File: src/rtl/semaphore_pkg.sv
// Shared types and default phase durations for the crossing controller.
package semaphore_pkg;

    typedef enum logic [2:0] {
        INIT    = 3'd0,
        RED     = 3'd1,
        RED_YEL = 3'd2,
        GREEN   = 3'd3,
        YELLOW  = 3'd4,
        WALK    = 3'd5,
        BLINK   = 3'd6
    } tl_state_t;

    typedef struct packed {
        logic red;
        logic yellow;
        logic green;
        logic walk;
    } tl_lamps_t;

    localparam int DEF_W          = 8;
    localparam int DEF_T_RED      = 20;
    localparam int DEF_T_RY       = 3;
    localparam int DEF_T_GREEN    = 30;
    localparam int DEF_T_YELLOW   = 4;
    localparam int DEF_T_WALK     = 15;
    localparam int DEF_WD_CYCLES  = 1024;
    localparam int DEF_BLINK_HALF = 8;

    function automatic logic is_timed(tl_state_t s);
        return s inside {RED, RED_YEL, GREEN, YELLOW, WALK};
    endfunction

endpackage

File: src/rtl/tl_watchdog.sv
// Phase watchdog: saturating cycle counter, tmo once WD_CYCLES cycles pass in a phase.
// Latency: tmo is combinational from the count register; no backpressure.
module tl_watchdog #(
    parameter int WD_CYCLES = 1024
) (
    input  logic clk,
    input  logic reset,
    input  logic clear_i,
    input  logic enable_i,
    output logic tmo_o
);

    localparam int CW = $clog2(WD_CYCLES + 1);
    localparam logic [CW-1:0] CNT_MAX  = CW'(WD_CYCLES);
    localparam logic [CW-1:0] CNT_LAST = CW'(WD_CYCLES - 1);

    logic [CW-1:0] cnt_q;
    logic [CW-1:0] cnt_d;

    always_comb begin
        cnt_d = cnt_q;
        if (clear_i) begin
            cnt_d = '0;
        end else if (enable_i && cnt_q != CNT_MAX) begin
            cnt_d = cnt_q + 1'b1;
        end
    end

    always_ff @(posedge clk) begin
        if (reset) begin
            cnt_q <= '0;
        end else begin
            cnt_q <= cnt_d;
        end
    end

    // The entry cycle holds count 0, so the last allowed cycle holds WD_CYCLES-1.
    assign tmo_o = enable_i && (cnt_q >= CNT_LAST);

endmodule

File: src/rtl/traffic_light_ctrl.sv
// Road + pedestrian phase sequencer driving a start/done interval timer, with watchdog and fault blink.
// Latency: next phase and its timer_start one cycle after timer_done; no backpressure beyond the done handshake.
module traffic_light_ctrl
    import semaphore_pkg::*;
#(
    parameter int W          = DEF_W,
    parameter int T_RED      = DEF_T_RED,
    parameter int T_RY       = DEF_T_RY,
    parameter int T_GREEN    = DEF_T_GREEN,
    parameter int T_YELLOW   = DEF_T_YELLOW,
    parameter int T_WALK     = DEF_T_WALK,
    parameter int WD_CYCLES  = DEF_WD_CYCLES,
    parameter int BLINK_HALF = DEF_BLINK_HALF
) (
    input  logic         clk,
    input  logic         reset,
    output logic         timer_start,
    output logic [W-1:0] timer_load,
    input  logic         timer_done,
    input  logic         ped_req,
    input  logic         fault,
    output logic         lamp_red,
    output logic         lamp_yellow,
    output logic         lamp_green,
    output logic         ped_walk,
    output logic         wd_err
);

    if (T_RED >= 2**W || T_RY >= 2**W || T_GREEN >= 2**W ||
        T_YELLOW >= 2**W || T_WALK >= 2**W) begin : g_dur_chk
        $error("traffic_light_ctrl: a phase duration does not fit in W bits");
    end

    localparam logic [W-1:0] LD_RED    = W'(T_RED);
    localparam logic [W-1:0] LD_RY     = W'(T_RY);
    localparam logic [W-1:0] LD_GREEN  = W'(T_GREEN);
    localparam logic [W-1:0] LD_YELLOW = W'(T_YELLOW);
    localparam logic [W-1:0] LD_WALK   = W'(T_WALK);

    localparam int BW = $clog2(BLINK_HALF + 1);
    localparam logic [BW-1:0] BLINK_LAST = BW'(BLINK_HALF - 1);
    localparam tl_lamps_t LAMPS_RST = '{red: 1'b1, yellow: 1'b0, green: 1'b0, walk: 1'b0};

    tl_state_t     state_q, state_d;
    tl_lamps_t     lamps_q, lamps_d;
    logic          timer_start_q, timer_start_d;
    logic [W-1:0]  timer_load_q, timer_load_d;
    logic [W-1:0]  phase_load;
    logic          ped_q, ped_d;
    logic          wd_err_q, wd_err_d;
    logic [BW-1:0] blink_cnt_q, blink_cnt_d;
    logic          enter;
    logic          wd_tmo;

    tl_watchdog #(
        .WD_CYCLES (WD_CYCLES)
    ) u_wd (
        .clk      (clk),
        .reset    (reset),
        .clear_i  (enter || !is_timed(state_q)),
        .enable_i (is_timed(state_q)),
        .tmo_o    (wd_tmo)
    );

    // Fault beats done, done beats the watchdog; done in the entry cycle belongs to the previous timer.
    always_comb begin
        state_d  = state_q;
        wd_err_d = wd_err_q;
        enter    = 1'b0;
        case (state_q)
            INIT: begin
                state_d = RED;
                enter   = 1'b1;
            end
            BLINK: begin
                if (!fault && !wd_err_q) begin
                    state_d = RED;
                    enter   = 1'b1;
                end
            end
            default: begin
                if (fault) begin
                    state_d = BLINK;
                end else if (timer_done && !timer_start_q) begin
                    enter = 1'b1;
                    case (state_q)
                        RED:     state_d = (ped_q || ped_req) ? WALK : RED_YEL;
                        WALK:    state_d = RED_YEL;
                        RED_YEL: state_d = GREEN;
                        GREEN:   state_d = YELLOW;
                        default: state_d = RED;
                    endcase
                end else if (wd_tmo) begin
                    state_d  = BLINK;
                    wd_err_d = 1'b1;
                end
            end
        endcase
    end

    always_comb begin
        lamps_d     = '0;
        phase_load  = '0;
        blink_cnt_d = '0;
        case (state_d)
            INIT:    lamps_d.red = 1'b1;
            RED:     begin lamps_d.red = 1'b1; phase_load = LD_RED; end
            RED_YEL: begin lamps_d.red = 1'b1; lamps_d.yellow = 1'b1; phase_load = LD_RY; end
            GREEN:   begin lamps_d.green = 1'b1; phase_load = LD_GREEN; end
            YELLOW:  begin lamps_d.yellow = 1'b1; phase_load = LD_YELLOW; end
            WALK:    begin lamps_d.red = 1'b1; lamps_d.walk = 1'b1; phase_load = LD_WALK; end
            BLINK: begin
                if (state_q != BLINK) begin
                    lamps_d.yellow = 1'b1;
                end else if (blink_cnt_q == BLINK_LAST) begin
                    lamps_d.yellow = ~lamps_q.yellow;
                end else begin
                    lamps_d.yellow = lamps_q.yellow;
                    blink_cnt_d    = blink_cnt_q + 1'b1;
                end
            end
            default: ;
        endcase
        timer_start_d = enter;
        timer_load_d  = enter ? phase_load : timer_load_q;
        ped_d         = (enter && state_d == WALK) ? 1'b0 : (ped_q || ped_req);
    end

    always_ff @(posedge clk) begin
        if (reset) begin
            state_q       <= INIT;
            lamps_q       <= LAMPS_RST;
            timer_start_q <= 1'b0;
            timer_load_q  <= '0;
            ped_q         <= 1'b0;
            wd_err_q      <= 1'b0;
            blink_cnt_q   <= '0;
        end else begin
            state_q       <= state_d;
            lamps_q       <= lamps_d;
            timer_start_q <= timer_start_d;
            timer_load_q  <= timer_load_d;
            ped_q         <= ped_d;
            wd_err_q      <= wd_err_d;
            blink_cnt_q   <= blink_cnt_d;
        end
    end

    assign timer_start = timer_start_q;
    assign timer_load  = timer_load_q;
    assign lamp_red    = lamps_q.red;
    assign lamp_yellow = lamps_q.yellow;
    assign lamp_green  = lamps_q.green;
    assign ped_walk    = lamps_q.walk;
    assign wd_err      = wd_err_q;

endmodule

File: config.mk
export PLATFORM = sky130hd
export DESIGN_NAME = traffic_light_ctrl
export DESIGN_NICKNAME = d
export VERILOG_FILES = /design/src/rtl/semaphore_pkg.sv /design/src/rtl/tl_watchdog.sv /design/src/rtl/traffic_light_ctrl.sv
export SDC_FILE = /design/constraint.sdc
export NUM_CORES = 1
export LEC_CHECK = 0
export ABC_AREA = 1
export CORE_ASPECT_RATIO = 0.5
export CORE_MARGIN = 3
export CORE_UTILIZATION = 50
export DETAILED_ROUTE_END_ITERATION = 10
export PLACE_DENSITY = 0.72
export SLEW_MARGIN = 25
export SYNTH_ARGS = -nofsm -noshare
export SYNTH_HDL_FRONTEND = slang
export SYNTH_HIERARCHICAL = 1
export SYNTH_SLANG_ARGS = --single-unit
File: constraint.sdc
create_clock -name clk -period 2.5 [get_ports clk]
set_clock_uncertainty 0.1 [all_clocks]
set_input_delay 0.375 -clock clk [delete_from_list [all_inputs] [get_ports clk]]
set_output_delay 0.375 -clock clk [all_outputs]
set_load 0.01 [all_outputs]
After elaboration in Yosys (flattened, before gate mapping):

Index checks and enable logic that the tools add are counted.

* bits in registers: 33
* bits of input ports: 5
* output and inout bits: 14
* logic and storage cells: 74

* add/sub/neg operators: 2
* order comparisons: 1
* equal/unequal tests: 16
* muxes and demuxes: 18
* bitwise operators: 5
* reductions and logical operators: 21

Operators with widths (number)
* 5-bit case mux with 5 select lines: 1
* 3-bit == test (second input constant): 6
* 3-bit 2-to-1 mux: 5
* 3-bit by 2-bit == test with 1-bit output (second input constant): 4
* 3-bit case mux with 4 select lines: 1
* 11-bit by 1-bit adder with 11-bit output (second input constant): 1
* 11-bit by 10-bit >= comparator with 1-bit output (second input constant): 1
* 11-bit != test (second input constant): 1
* 1-bit 2-to-1 mux: 8
* 2-bit OR reduction: 4
* 4-bit OR reduction: 2
* 3-bit by 1-bit == test with 1-bit output (second input constant): 2
* 3-bit zero test: 2
* 3-bit != test (second input constant): 2
* 3-bit case mux with 2 select lines: 1
* 1-bit logical AND: 5
* 1-bit NOT: 5
* 5-bit nonzero test: 1
* 4-bit by 1-bit adder with 4-bit output (second input constant): 1
* 4-bit by 3-bit == test with 1-bit output (second input constant): 1
* 1-bit zero test: 4
* 1-bit case mux with 2 select lines: 2
* 4-bit AND reduction: 1
* 1-bit logical OR: 2

Logic depth before layout (Yosys ltp):

* word-level depth: 10
* depth in mapped cells: 17
* depth with buffers taken out: 17

Hierarchy:

The synthesis kept the hierarchy.

By module, submodules not included
* traffic_light_ctrl: instances 1, cells an instance 143, area each 1036.0 um^2, sequential area each 380.4 um^2
* tl_watchdog: instances 1, cells an instance 113, area each 729.4 um^2, sequential area each 220.2 um^2

Worst setup path after synthesis:

OpenSTA, ideal clock, no wires.

* path type: reg-to-reg
* start: register u_wd.cnt_q[0]
* end: register ped_q
* setup time: 110 ps
* arrival: 1740 ps
* data required time: 2290 ps
* path slack: 550 ps
* stages on the path, launching flop included: 16
* buffers on the path: 0
* clock period less this slack: 1950 ps
* path through: dfxtp_1 -> ha_1 -> nand2_1 -> inv_1 -> nand2_1 -> nor2_1 -> nor3_1 -> nor2_1 -> inv_1 -> nand2_1 -> nor2_1 -> nor2_4 -> a21oi_4 -> nand3_2 -> nand3_1 -> inv_1

* longest elaborated chain between the ends: 9

RTL lines
* start, declared: line tl_watchdog.sv:17 `logic [CW-1:0] cnt_q;`
* start signal, assigned: line tl_watchdog.sv:33 `cnt_q <= cnt_d;`
* 11-bit by 10-bit >= comparator with 1-bit output: line tl_watchdog.sv:38 `assign tmo_o = enable_i && (cnt_q >= CNT_LAST);`
* 1-bit logical AND: line tl_watchdog.sv:38
* via wd_tmo: line traffic_light_ctrl.sv:53 `logic wd_tmo;`
* 3-bit 2-to-1 mux: line traffic_light_ctrl.sv:93 `end else if (wd_tmo) begin`
* 3-bit 2-to-1 mux: line traffic_light_ctrl.sv:84 `end else if (timer_done && !timer_start_q) begin`
* 3-bit 2-to-1 mux: line traffic_light_ctrl.sv:82 `if (fault) begin`
* 3-bit case mux with 2 select lines: line traffic_light_ctrl.sv:70 `case (state_q)`
* 3-bit == test: line traffic_light_ctrl.sv:126 `ped_d = (enter && state_d == WALK) ? 1'b0 : (ped_q || ped_req);`
* 1-bit logical AND: line traffic_light_ctrl.sv:126
* 2-bit OR reduction (no line)
* end signal, assigned: line traffic_light_ctrl.sv:143 `ped_q <= ped_d;`
* end, declared: line traffic_light_ctrl.sv:49 `logic ped_q, ped_d;`

The timed path passes the listed nets, and every way through them passes these cells.
A chain may end at the register's enable or synchronous reset.

Worst setup path after layout:

* start: register u_wd.cnt_q[1]
* end: register timer_load_q[3], in the netlist timer_load[3]

* longest elaborated chain between the ends: 8
* elaborated cells on any way between the ends: 12
* classes of those cells: 1 x order compare; 5 x eq/ne; 5 x mux; 1 x reduce/logical

RTL lines
* 11-bit by 10-bit >= comparator with 1-bit output (*): line tl_watchdog.sv:38
* 1-bit logical AND (*): line tl_watchdog.sv:38
* via wd_tmo: line traffic_light_ctrl.sv:53
* 3-bit 2-to-1 mux (*): line traffic_light_ctrl.sv:93
* 3-bit 2-to-1 mux (*): line traffic_light_ctrl.sv:84
* 3-bit 2-to-1 mux (*): line traffic_light_ctrl.sv:82
* 3-bit case mux with 2 select lines (*): line traffic_light_ctrl.sv:70
* 3-bit == test, or another cell as far along: line traffic_light_ctrl.sv:105 `case (state_d)`
* 5-bit case mux with 5 select lines (*): line traffic_light_ctrl.sv:105
* end signal, assigned: line traffic_light_ctrl.sv:142 `timer_load_q <= timer_load_d;`
* end, declared: line traffic_light_ctrl.sv:47 `logic [W-1:0] timer_load_q, timer_load_d;`

The timed path passes the listed nets; every way through them passes the cells marked *.

==> out/results.tsv <==
metric	value	unit
status	complete, no violations	
die_h	48.0	µm
p_leak	0.000921	µW
fin_nets	285	
dr_total_vias	1556	
path_common_cell	nand2_1	
hold_ws	0.349	ns
syn_inst	256	
synth_compound_area_frac	0.0879	
power.total	2290	µW
cp_cell_sequence	ha_1, nand2_1, inv_1, nand2_1, nor2_1, nor3_1, nor2_1, inv_1, nand2_1, nor2_1, nor2_4, a21oi_4, nand3_2, nand3_1, nand2_1, inv_1	
row_count	14	
slew_violations	0	
hpwl	2760	µm
drive_gt1_frac	0.181	
synth-xor-area-share	0.0248	
period_needed	2.20	ns
clock-root-buffer	clkbuf_8	
drc	0	
fin_setup_tns	0	ns
antenna_found_initial	0	
start_kind	flop	
path_clk_slew	0.06	ns
place.port_buffers	15	
power_density	1100	mW/mm²
htree_num_levels	2	
ir_worst_vdd	0.000773	V
critPathSlowestCell	dfxtp_1	
arrival	2.33	ns
area_delta_synth_final	17.4	%
cts_tree	done	
path_buf_inv	3	
muxShareOfSynthArea	0	
first_global_vias	1491	
cp-end-kind	flop	
grt_max_degree	11	
die-area	0.00432	mm²
synth_area	0.00177	mm²
timing.final.crit_share	0.881	
cts_buffers	5	
ys_ff_latch	30	
place.gp.congestion	0.807	
ys_warn_count	6	
die_width	90.0	µm
synth_area_per_cell	6.90	µm²
pin_count	19	
cp.required	2.62	ns
rsz0062_at_grt	false	
synthDistinctLibCells	30	
synth_simple_gate_area_share	0.425	
first_pass_iters	4	
start_util	0.554	
min_path_type	reg -> reg	
setup_viol	0	
synth_top_family_by_area	simple AND/OR/NAND/NOR gates	
grt_pass1_wl	6330	µm
clockBufferDepth	2	
ctsHoldBuffers	0	
hold_viol	0	
post_cts_resized	0	
insertedDiodeCount	0	
via_per_inst	4.79	
fmax	0.454	GHz
worstSkewPairLatency	0.27	ns
ys_seq_area_frac	0.340	
slowest_delay	0.34	ns
ant_nets	0	
wl_per_cell	11.0	µm
path_class	reg -> reg	
grtUsageTotal	0.186	
cap_violations	0	
finalWirelength	3570	µm
dp_cells	318	
drtIter0Drc	35	
final_cell_count_no_fill	325	
synthAdderAreaFrac	0.0213	
core-area	0.00319	mm²
grt_overflow	0	
cts.sinks	30	
crit_family	simple AND/OR/NAND/NOR gates	
final_util	0.650	
postCtsSetupRepairBufs	0	
crit_fanout	6	
==> stage by stage <==
stage	instance area, µm²	setup slack, ns
after floorplan	1770	0.550
after global placement	1960	0.322
after detailed placement	1960	0.316
after CTS	2070	0.296
after global routing	2070	0.00326
final	2070	0.298
==> cells by family after synthesis <==
kind of cell,count (synthesis)
DFF,30
and+or+nand+nor,154
buffers and inverters,42
xor gates and xnor gates,5
AOI/OAI and AO/OA,21
other,1
adders and majority gates,3
==> sequential cells by signal, summed over array words and instances (netlist names), 3 cells and up <==
name         count
state_q          3
blink_cnt_q      4
timer_load       5
u_wd/cnt_q      11
==> cell usage in the layout, fill, tap and decap left out, types with 4 or more instances in the layout <==
cell type        count
a21oi_1             11
clkbuf_8             6
clkdlybuf4s50_1     15
dfxtp_1             30
inv_1               32
inv_2                5
nand2_1             73
nand2_2             11
nand3_1             12
nand3_2              4
nand4_1              4
nor2_1              32
nor2_2               6
xor2_1               5
==> worst paths after layout <==
kind	from	to	slack, ns	cells after the start
worst max-delay path	u_wd/cnt_q[1]	timer_load[3]	0.30	16
worst min-delay path	blink_cnt_q[0]	blink_cnt_q[0]	0.35	1
worst max register to register	u_wd/cnt_q[1]	timer_load[3]	0.30	16
worst min register to register	blink_cnt_q[0]	blink_cnt_q[0]	0.35	1
==> worst register-to-register path, cell delays in order (launching register included) <==
cell     delay, ns
dfxtp_1       0.34
ha_1          0.22
nand2_1       0.11
inv_1         0.06
nand2_1       0.10
nor2_1        0.06
nor3_1        0.18
nor2_1        0.10
inv_1         0.06
nand2_1       0.04
nor2_1        0.19
nor2_4        0.06
a21oi_4       0.22
nand3_2       0.12
nand3_1       0.08
nand2_1       0.05
inv_1         0.05
==> Yosys cell counts <==
master    instances  share of area
a21boi_1          1         0.0043
a21oi_1          11          0.031
a21oi_4           2          0.018
and2_2            1         0.0043
buf_4             4          0.017
clkinv_2          1         0.0028
conb_1            1         0.0021
dfxtp_1          30           0.34
ha_1              3          0.021
inv_1            32          0.068
inv_2             5          0.011
nand2_1          73           0.16
nand2_2          11          0.039
nand2_4           3          0.019
nand3_1          12          0.034
nand3_2           4          0.023
nand3_4           1         0.0099
nand4_1           4          0.014
nor2_1           32          0.068
nor2_2            6          0.021
nor2_4            3          0.019
nor3_1            2         0.0057
nor3_2            1         0.0057
nor3b_2           1         0.0071
o21ai_0           2         0.0057
o21ai_1           2         0.0057
o21ai_4           1         0.0092
o21bai_2          1         0.0064
o31ai_2           1         0.0071
xor2_1            5          0.025
==> area by class of cell <==
| cell class | count | area [µm²] |
|---|---|---|
| multi-input combinational | 186 | 998 |
| clock inverter | 1 | 30.0 |
| inverter | 38 | 144 |
| fill | 299 | 1110 |
| tap | 48 | 60.1 |
| timing repair buffer | 16 | 158 |
| clock buffer | 6 | 82.6 |
| sequential | 30 | 601 |
==> metal layers <==
metal	up-vias	track usage	wire length (µm)
met4	0	0.0669	23
met2	18	0.343	1660
met1	708	0.222	1790
met5	-	0	0
li1	825	-	-
met3	5	0.0471	105
==> power by group <==
part	internal, µW	switching (µW)	leakage, µW
Sequential	570	79.7	0.000244
Combinational	396	748	0.000619
Clock	318	173	0.0000573
No activity file was read; power rests on OpenSTA's default activity.
==> patch, RTL diff (config.mk and constraints unchanged) <==
The package constant `DEF_W` goes from 8 to 10.
--- a/src/rtl/semaphore_pkg.sv
+++ b/src/rtl/semaphore_pkg.sv
@@ -19,5 +19,5 @@
     } tl_lamps_t;
 
-    localparam int DEF_W          = 8;
+    localparam int DEF_W          = 10;
     localparam int DEF_T_RED      = 20;
     localparam int DEF_T_RY       = 3;
Interface: changed (resized timer_load); port bits go from 19 to 21. No check against the original RTL was run, so the function may have changed too.
==> patch against the original RTL <==
Wire length is 4.4% lower. Die area is 0.77% higher. Final area is 1.0% lower. Power is 4.6% lower. Setup slack worse by 0.019 ns. Sequential cell count stayed put. Synthesized area is 0.85% higher. Cell count is 0.62% higher.
==> patch: results <==
[status]
status = completed

[yosys]
synth_compound_area_share_pct = 8.71
ys.flop_type = dfxtp_1
synthDistinctLibCells = 30
yosysWarnings = 6
synthTopCellsByArea = dfxtp_1, nand2_1, inv_1
async_flop_share_pct = 0
seq_area_frac_synth_pct = 33.7
post_synth.cell_area_avg_um2 = 6.90
ys_top_cells_by_count = nand2_1, inv_1, nor2_1
synthXorXnorAreaFrac_pct = 2.46
synthAdderAreaFrac_pct = 2.11

[final_layout]
fin_nets = 286
drive_above_1_share_pct = 17.6
n_fill_cell = 292
antenna_cells = 0
top_register = u_wd/cnt_q

[detailed_routing]
wl_per_cell_um = 10.5
top_layer = met4
wirelength_mm = 3.42
routed-wl-met2_mm = 1.53
wl_met3_um = 142
wl_met1_mm = 1.72
vias_per_cell = 4.70
dr.first_iter.drc_count = 42

[global_route]
grt_use_total_pct = 18.0
grt_pass1_wl_mm = 6.09
grt_start_max_net_pins = 11
grt_pass1_vias = 1383
use_met1_pct = 21.9
gr-usage-met2_pct = 31.5
antenna_found_initial = 0
grt_use_met3_pct = 5.86

[clock_tree]
htreeDepth = 2
post_cts_buffers = 0
postCtsResizedCells = 0
cts-buffers-inserted = 5
cts-root-buf = clkbuf_8
clockBufferDepth = 2

[timing]
setup_viol = 0

[min_path]
min_delay_path_depth = 1
hp-class = register to register
worstHoldEndpoint = blink_cnt_q[0]$_SDFF_PP0_

[placed_design]
dp.cells = 319
gp_congestion = 0.841
port_buffers = 15
place_ws_ns = 0.305
hpwl_mm = 2.69

[critical_path]
r2r_end = timer_load[1]$_SDFFE_PP0P_
timing.rr.start = u_wd/cnt_q[1]$_SDFFE_PP0P_
rrSetupSlack_ns = 0.28
crit_arrival_ns = 2.31
rr_worst_depth = 14
crit_fanout = 5
critPathMaxStageDelay_ns = 0.35

[power_and_ir_drop]
leakagePower_nw = 0.914
ir_drop_mv = 0.576
## patch: how the worst max path moves through the flow
stage	depth (start not counted)	slack, ns	endpoint	start
6_report	14	0.28	timer_load[1]$_SDFFE_PP0P_	u_wd/cnt_q[1]$_SDFFE_PP0P_
5_1_grt	16	0.07	lamp_yellow$_SDFFE_PP0P_	u_wd/cnt_q[0]$_SDFFE_PP0P_
4_1_cts	14	0.28	timer_load[1]$_SDFFE_PP0P_	u_wd/cnt_q[1]$_SDFFE_PP0P_
3_5_place_dp	14	0.31	timer_load[1]$_SDFFE_PP0P_	u_wd/cnt_q[1]$_SDFFE_PP0P_
3_3_place_gp	14	0.33	timer_load[1]$_SDFFE_PP0P_	u_wd/cnt_q[1]$_SDFFE_PP0P_
2_1_floorplan	15	0.55	ped_q$_SDFF_PP0_	u_wd/cnt_q[0]$_SDFFE_PP0P_
## patch: metrics by stage
step	utilization (%)	hold slack, ns
floorplan	-	0.318
global placement	61.5	0.335
detailed placement	61.5	0.337
CTS	64.4	0.349
global route	64.4	0.377
finish	64.4	0.348
## patch: power breakdown
| group | internal, mW | total (mW) | leakage [nW] | switching [mW] |
|---|---|---|---|---|
| clock | 0.221 | 0.391 | 0.0482 | 0.170 |
| sequential | 0.570 | 0.650 | 0.244 | 0.0799 |
| combinational | 0.395 | 1.14 | 0.621 | 0.745 |
## patch: cell type report
cell class / count / area share, %
Clock inverter: 1 / 0.244
Tap cell: 48 / 2.93
Clock buffer: 7 / 4.21
Multi-Input combinational cell: 188 / 49.0
Inverter: 38 / 7.01
Timing Repair Buffer: 15 / 7.32
Sequential cell: 30 / 29.3
## patch: cells by family after synthesis
group	Yosys count
and+or+nand+nor	154
buffers and inverters	44
DFF	30
AOI/OAI and AO/OA	21
xor gates and xnor gates	5
adders and majority gates	3
other	1
